--- src/rtl/product_accumulator_pkg.sv ---
// product_accumulator_pkg: shared parameter defaults, FSM state encoding and clog2.
// Rev 1.0
`default_nettype none

package product_accumulator_pkg;

  localparam int DEF_N     = 8;
  localparam int DEF_LEN   = 4;
  localparam int DEF_ACC_W = 2 * DEF_N + 1;

  typedef enum logic [1:0] {
    ST_IDLE  = 2'd0,
    ST_ACCUM = 2'd1,
    ST_DONE  = 2'd2
  } state_t;

  function automatic int clog2(input int value);
    int result;
    int v;
    result = 0;
    v      = value - 1;
    for (int i = 0; i < 32; i++) begin
      if (v > 0) begin
        result = result + 1;
        v      = v >> 1;
      end
    end
    return result;
  endfunction

endpackage

`default_nettype wire

--- src/rtl/product_accumulator_acc_add.sv ---
// acc_add: combinational ACC_W adder with carry out; clamps to all-ones on carry
// when ACC_SATURATE_EN is defined. Rev 1.0
`default_nettype none

module acc_add
  import product_accumulator_pkg::*;
#(
  parameter int ACC_W = DEF_ACC_W
) (
  input  logic [ACC_W-1:0] a,
  input  logic [ACC_W-1:0] b,
  output logic [ACC_W-1:0] sum,
  output logic             carry
);

  logic [ACC_W:0] full;

  assign full  = {1'b0, a} + {1'b0, b};
  assign carry = full[ACC_W];

`ifdef ACC_SATURATE_EN
  assign sum = carry ? {ACC_W{1'b1}} : full[ACC_W-1:0];
`else
  assign sum = full[ACC_W-1:0];
`endif

endmodule

`default_nettype wire

--- src/rtl/product_accumulator.sv ---
// product_accumulator: sums LEN unsigned products per result with valid/ready
// handshakes and a sticky overflow flag; ACC_SATURATE_EN selects clamping. Rev 1.0
`default_nettype none

module product_accumulator
  import product_accumulator_pkg::*;
#(
  parameter int N     = DEF_N,
  parameter int LEN   = DEF_LEN,
  parameter int ACC_W = 2 * N + 1
) (
  input  logic             clk,
  input  logic             stop_n,
  input  logic             clear,
  input  logic             prod_valid,
  input  logic [2*N-1:0]   prod,
  output logic             prod_ready,
  output logic [ACC_W-1:0] sum,
  output logic             sum_valid,
  input  logic             sum_ready,
  output logic             ovf
);

  localparam int CNT_W = clog2(LEN + 1);

  state_t            state;
  state_t            next_state;
  logic [ACC_W-1:0]  acc;
  logic [CNT_W-1:0]  cnt;
  logic [ACC_W-1:0]  prod_ext;
  logic [ACC_W-1:0]  add_sum;
  logic              add_carry;
  logic              beat;
  logic              last_beat;

  assign prod_ext  = ACC_W'(prod);
  assign beat      = prod_valid & prod_ready;
  assign last_beat = (cnt == CNT_W'(LEN - 1));
  assign sum       = acc;

  acc_add #(
    .ACC_W (ACC_W)
  ) u_acc_add (
    .a     (acc),
    .b     (prod_ext),
    .sum   (add_sum),
    .carry (add_carry)
  );

  always_ff @(posedge clk or negedge stop_n) begin
    if (!stop_n) begin
      state <= ST_IDLE;
    end else begin
      state <= next_state;
    end
  end

  // clear outranks both the product beat and the result handshake
  always_comb begin
    next_state = state;
    if (clear) begin
      next_state = ST_IDLE;
    end else begin
      case (state)
        ST_IDLE:  if (beat) next_state = (LEN == 1) ? ST_DONE : ST_ACCUM;
        ST_ACCUM: if (beat && last_beat) next_state = ST_DONE;
        ST_DONE:  if (sum_ready) next_state = ST_IDLE;
        default:  next_state = ST_IDLE;
      endcase
    end
  end

  always_comb begin
    prod_ready = (state != ST_DONE);
    sum_valid  = (state == ST_DONE);
  end

  always_ff @(posedge clk or negedge stop_n) begin
    if (!stop_n) begin
      acc <= '0;
      cnt <= '0;
      ovf <= 1'b0;
    end else if (clear) begin
      acc <= '0;
      cnt <= '0;
      ovf <= 1'b0;
    end else if (beat) begin
      if (state == ST_IDLE) begin
        acc <= prod_ext;
        cnt <= CNT_W'(1);
        ovf <= 1'b0;
      end else begin
        acc <= add_sum;
        cnt <= cnt + CNT_W'(1);
        ovf <= ovf | add_carry;
      end
    end
  end

endmodule

`default_nettype wire

--- config.mk ---
export PLATFORM = sky130hd
export DESIGN_NAME = product_accumulator
export DESIGN_NICKNAME = d
export VERILOG_FILES = /design/src/rtl/product_accumulator_pkg.sv /design/src/rtl/product_accumulator_acc_add.sv /design/src/rtl/product_accumulator.sv
export SDC_FILE = /design/constraint.sdc
export NUM_CORES = 1
export LEC_CHECK = 0
export BUFFER_PORTS_ARGS = -buffer_cell sky130_fd_sc_hd__clkbuf_2
export CORE_ASPECT_RATIO = 2
export CORE_MARGIN = 2
export CORE_UTILIZATION = 40
export CTS_BUF_LIST = sky130_fd_sc_hd__clkbuf_2 sky130_fd_sc_hd__clkbuf_4 sky130_fd_sc_hd__clkbuf_8
export CTS_CLUSTER_SIZE = 8
export DETAILED_ROUTE_END_ITERATION = 6
export SLEW_MARGIN = 10
export SYNTH_ARGS = -nofsm -noshare
export SYNTH_HDL_FRONTEND = slang
export SYNTH_SLANG_ARGS = --single-unit
--- constraint.sdc ---
create_clock -name clk -period 6.38 [get_ports clk]
set_input_delay 0.638 -clock clk [delete_from_list [all_inputs] [get_ports clk]]
set_output_delay 0.638 -clock clk [all_outputs]
set_load 0.02 [all_outputs]
# ---- Word level (Yosys, flattened, before mapping)
# Index checks and enable logic that the tools add are counted.
# W data, S select, Z words.
dict set report word_totals {
  out_inout_bits 20
  inputBits 21
  regBits 23
}
dict set report classes {
  addsub 2
  n_bitwise 2
  mux 14
  reduce_logical 4
  n_eq_ne 7
}
# op count
set op_table {}
lappend op_table {{$mux W17} 3}
lappend op_table {{$add A17 B16 Y18} 1}
lappend op_table {{$mux W3} 3}
lappend op_table {{$mux W2} 4}
lappend op_table {{$ne A3 B3 Y1 const B} 2}
lappend op_table {{$pmux W2 S3} 1}
lappend op_table {{$add A3 B1 Y3 const B} 1}
lappend op_table {{$eq A3 B2 Y1 const B} 1}
lappend op_table {{$mux W1} 3}
lappend op_table {{$ne A3 B2 Y1 const B} 1}
lappend op_table {{$reduce_and A3 Y1} 1}
lappend op_table {{$eq A2 B1 Y1 const B} 1}
lappend op_table {{$eq A2 B2 Y1 const B} 1}
lappend op_table {{$logic_not A2 Y1} 1}
lappend op_table {{$ne A2 B2 Y1 const B} 1}
lappend op_table {{$reduce_bool A2 Y1} 1}
lappend op_table {{$and A1 B1 Y1} 1}
lappend op_table {{$logic_and A1 B1 Y1} 1}
lappend op_table {{$or A1 B1 Y1} 1}

# ---- Depth between registers and ports, before layout
dict set report depth {
  depth_word 6
  mapped_depth 8
}

# ---- Cells and area by module
# Synthesis repeated with hierarchy kept, for this count alone.
dict set report hier_totals {
  cells_unflattened 222
  area_unflattened_um2 2089.5
}
# mod area_per_inst_um2 n_inst cells_per_inst
set modules_own_cells {}
lappend modules_own_cells {product_accumulator 1208.7 1 93}
lappend modules_own_cells {acc_add 880.8 1 129}

# ---- Least setup slack after synthesis
# Ideal clock, no wire load.
dict set report synth_path {
  kind {input port to flip-flop}
  from {input port prod[0]}
  to {register acc[16] (netlist: sum[16])}
  setup_time_ns 0.069
  slack_ns 3.938
  cell_stages 8
  arrival_time_ns 2.373
  path_buffers 0
  path_cell_list {ha_1 > fa_1 > a21oi_1 > nand4b_1 > and4b_4 > nor4_1 > or4_1 > nand3_1}
}
dict set report synth_via {
  elab_chain_cells 4
}
# element line
set synth_rtl {}
lappend synth_rtl {{from (decl)} product_accumulator.sv:16} ;# input logic [2*N-1:0] prod,
lappend synth_rtl {{$add A17 B16 Y18} product_accumulator_acc_add.sv:18} ;# assign full = {1'b0, a} + {1'b0, b};
lappend synth_rtl {{$mux W17} product_accumulator.sv:88} ;# if (state == ST_IDLE) begin
lappend synth_rtl {{$mux W17} product_accumulator.sv:87} ;# end else if (beat) begin
lappend synth_rtl {{$mux W17} product_accumulator.sv:83} ;# end else if (clear) begin
lappend synth_rtl {{to (signal assigned)} product_accumulator.sv:89} ;# acc <= prod_ext;
lappend synth_rtl {{to (signal assigned)} product_accumulator.sv:93} ;# acc <= add_sum;
lappend synth_rtl {{to (decl)} product_accumulator.sv:28} ;# logic [ACC_W-1:0] acc;
# Every way passes these cells. The select of a mux whose other input is x is not followed.
# A chain may end at the register's enable or synchronous reset.

# ---- Worst setup path in the final report
# Ends and elaborated chain as after synthesis.

==> results.json <==
{
  "synthesis.area_mm2": 0.001839,
  "root_buffer": "clkbuf_8",
  "switching_share_pct": 37.70,
  "leakage_uw": 0.001031,
  "synth-seq-cells": 23,
  "yosys.area_share.simple_pct": 15.17,
  "yosys.area.top_type": "dfrtp_1",
  "dieWidth_um": 51.95,
  "portBuffers": 40,
  "top_usage_layer": "met2",
  "drc_errors": 0,
  "fp.coreArea_mm2": 0.004382,
  "cts.clk_slew.worst_paths_ps": 90,
  "use_met3_pct": 1.935,
  "antenna_left": 0,
  "gp_congestion": 0.9134,
  "drt_iter0_drc": 37,
  "fp-row-count": 34,
  "wl_per_cell_um": 16.91,
  "crit_type": "input pin to register",
  "synthDistinctLibCells": 54,
  "run_status": "complete, no violations",
  "viasPerCell": 5.880,
  "finalCritPeriodShare_pct": 37.00,
  "synth-xor-area-share_pct": 3.333,
  "ir_worst_vdd_mv": 0.09622,
  "crit_fanout": 4,
  "crit_slowest_cell": "or4_1",
  "power_frac_clock_pct": 23.5,
  "seq_power_share_pct": 39.3,
  "pre_cts_slack_ps": 3733,
  "initial_core_util_pct": 41.98,
  "powerDensity_mw_per_mm2": 197.5,
  "pwr-share-comb_pct": 37.2,
  "finalHoldViolCount": 0,
  "grt_max_degree": 24,
  "synth_edf_count": 0,
  "post-route-min-period_ps": 2361,
  "drive_gt1_share_pct": 22.45,
  "cts_tree": "yes",
  "finalClockSkew_ps": 1.645,
  "io_pins": 41,
  "fin_tns_setup_ps": 0,
  "postSynthCellCount": 206,
  "synthTopCellsByCount": "dfrtp_1, nand2_1, a21oi_1, ha_1, o21ai_0",
  "syn_nets": 246,
  "grt_pass1_vias": 1825,
  "cpPeakStageDelay_ps": 460,
  "path_buf_inv": 1,
  "async_flop_share_pct": 100.0,
  "max_freq_mhz": 423.6,
  "ys.flop_type": "dfrtp_1",
  "hold_path_class": "input pin to asynchronous set/reset pin",
  "die_y_um": 99.90,
  "fin_ws_ps": 4019,
  "critPathTopFamily": "simple AND/OR/NAND/NOR gates",
  "synth_mux_area_share_pct": 1.224,
  "num-nets-final": 286,
  "synthAdderAreaFrac_pct": 13.33,
  "tightest_slew_ps": 890.5,
  "yosysWarnings": 0,
  "crit_path_cell_trace": "clkbuf_2, ha_1, fa_1, a21oi_1, nand4b_1, and4b_4, nor4_1, or4_1, nand3_1",
  "p_int_uw": 262.9,
  "crit_arrival_ps": 2580,
  "die_area_mm2": 0.005190,
  "area_growth_pct": 16.19,
  "synth.area.top_cells": "dfrtp_1, ha_1, a21oi_1",
  "dr.pass1.iters": 4,
  "cp-start-kind": "input pin",
  "cts-resized-gates": 0,
  "yosysTopAreaCellShare_pct": 31.29,
  "vias": 1758,
  "ctsHoldBuffers": 0,
  "worst_skew_pair.late_latency_ps": 280,
  "cts_sinks": 23,
  "grt_use_met1_pct": 23.13,
  "synth-seq-area-share_pct": 31.29,
  "synth_compound_area_share_pct": 32.72,
  "max-clock-path-buffers": 2,
  "antenna_found_initial": 0,
  "diodes": 0,
  "max-slew-margin-rel_pct": 40.41,
  "cts_buffers": 3,
  "syn_area_per_cell_um2": 8.928,
  "setup_viol": 0,
  "cts_max_level": 1,
  "grt_pass1_wl_um": 8404,
  "fillers": 459,
  "crit_required_ps": 6600,
  "globalRouteMet2Util_pct": 39.24,
  "power_switching_uw": 159.1,
  "wirelength_um": 5055,
  "dp_hpwl_um": 3982,
  "rsz0062_at_grt": "no",
  "grt_overflow": 0,
  "post-cts-setup-buffer-count": 0,
  "worst_setup_path_end_kind": "register",
  "synth_top_family_by_area": "compound AO/OA/AOI/OAI gates",
  "drv_cap": 0,
  "slew_violations": 0,
  "track_usage_pct": 21.21
}
layout by cell type, fill, tap and decap left out, types with 4 or more instances in the layout:
cell type / Yosys / routed
clkbuf_2: 0 / 40
nand2_1: 23 / 23
dfrtp_1: 23 / 23
a21oi_1: 18 / 18
ha_1: 18 / 18
o21ai_0: 12 / 12
nor2_1: 11 / 11
inv_1: 8 / 8
a22o_1: 8 / 8
o21a_1: 6 / 6
nand3_1: 5 / 5
xnor2_1: 5 / 5
a22oi_1: 5 / 5
nor3_1: 4 / 4
o31ai_1: 4 / 4
power by group through the flow:
stage | logic (uW) | clock network, uW | registers [uW]
floorplan | 102 | 0 | 178
global placement | 157 | 0 | 168
detailed placement | 157 | 0 | 168
CTS | 158 | 101 | 166
global route | 174 | 103 | 167
finish | 157 | 99.3 | 166
stage by stage:
step / hold slack [ps] / total power (uW) / area (um2) / util, % / std cells
4_1_cts: 381.7 / 424.6 / 2137 / 48.77 / 299
2_1_floorplan: 342.4 / 279.7 / 1839 / - / 206
3_5_place_dp: 491.7 / 325.7 / 2091 / 47.72 / 295
3_3_place_gp: 469.7 / 325.4 / 2091 / 47.72 / 295
6_report: 349.3 / 422.0 / 2137 / 48.77 / 299
5_1_grt: 419.5 / 444.7 / 2137 / 48.77 / 299
sequential cells by signal, indices dropped and copies added, names as in the netlist:
signal,count
state,2
sum,17
cnt,3
ovf,1
cell families (layout without fill, tap and decap cells):
logic type,count (synthesis),after routing
AO/OA/AOI/OAI,83,83
XOR/XNOR,7,7
adder cells (fa/ha/maj),19,19
buffers and inverters,14,53
flip-flops,23,23
multiplexers,2,2
AND/OR/NAND/NOR,58,58
path summary, 6_finish.rpt:
path / slack (ps) / cells after the start / from / endpoint
worst max-delay path: 4020 / 9 / prod[0] / sum[16]
worst min-delay path: 350 / 1 / stop_n / sum[3]
worst max register to register: 4060 / 8 / sum[0] / sum[16]
worst min register to register: 510 / 1 / cnt[0] / cnt[0]
max in group asynchronous: 5630 / 1 / stop_n / sum[0]
min in group clk: 510 / 1 / cnt[0] / cnt[0]
worst reg2reg max path, stage by stage, from the launching register on:
cell and delay (ps):
dfrtp_1 410, ha_1 220, fa_1 400, a21oi_1 170, nand4b_1 170, and4b_4 270, nor4_1 70, or4_1 460
nand3_1 90
cell type report:
| class | count | area, um2 | share of cell area [%] |
|---|---|---|---|
| multi-input cells | 169 | 1210 | 56.62 |
| flip-flops and latches | 23 | 575.6 | 26.93 |
| repair buffers | 41 | 207.7 | 9.719 |
| well taps | 54 | 67.56 | 3.162 |
| clock buffers | 3 | 41.29 | 1.932 |
| inverters | 8 | 30.03 | 1.405 |
| clock inverters | 1 | 5.005 | 0.2342 |
routing by layer:
| metal | routed length [um] | vias up |
|---|---|---|
| li1 | - | 865 |
| met1 | 1957 | 832 |
| met2 | 2782 | 46 |
| met3 | 157 | 15 |
| met4 | 158 | 0 |
| met5 | 0 | - |
Note: power is estimated with default switching activity, not from simulation.
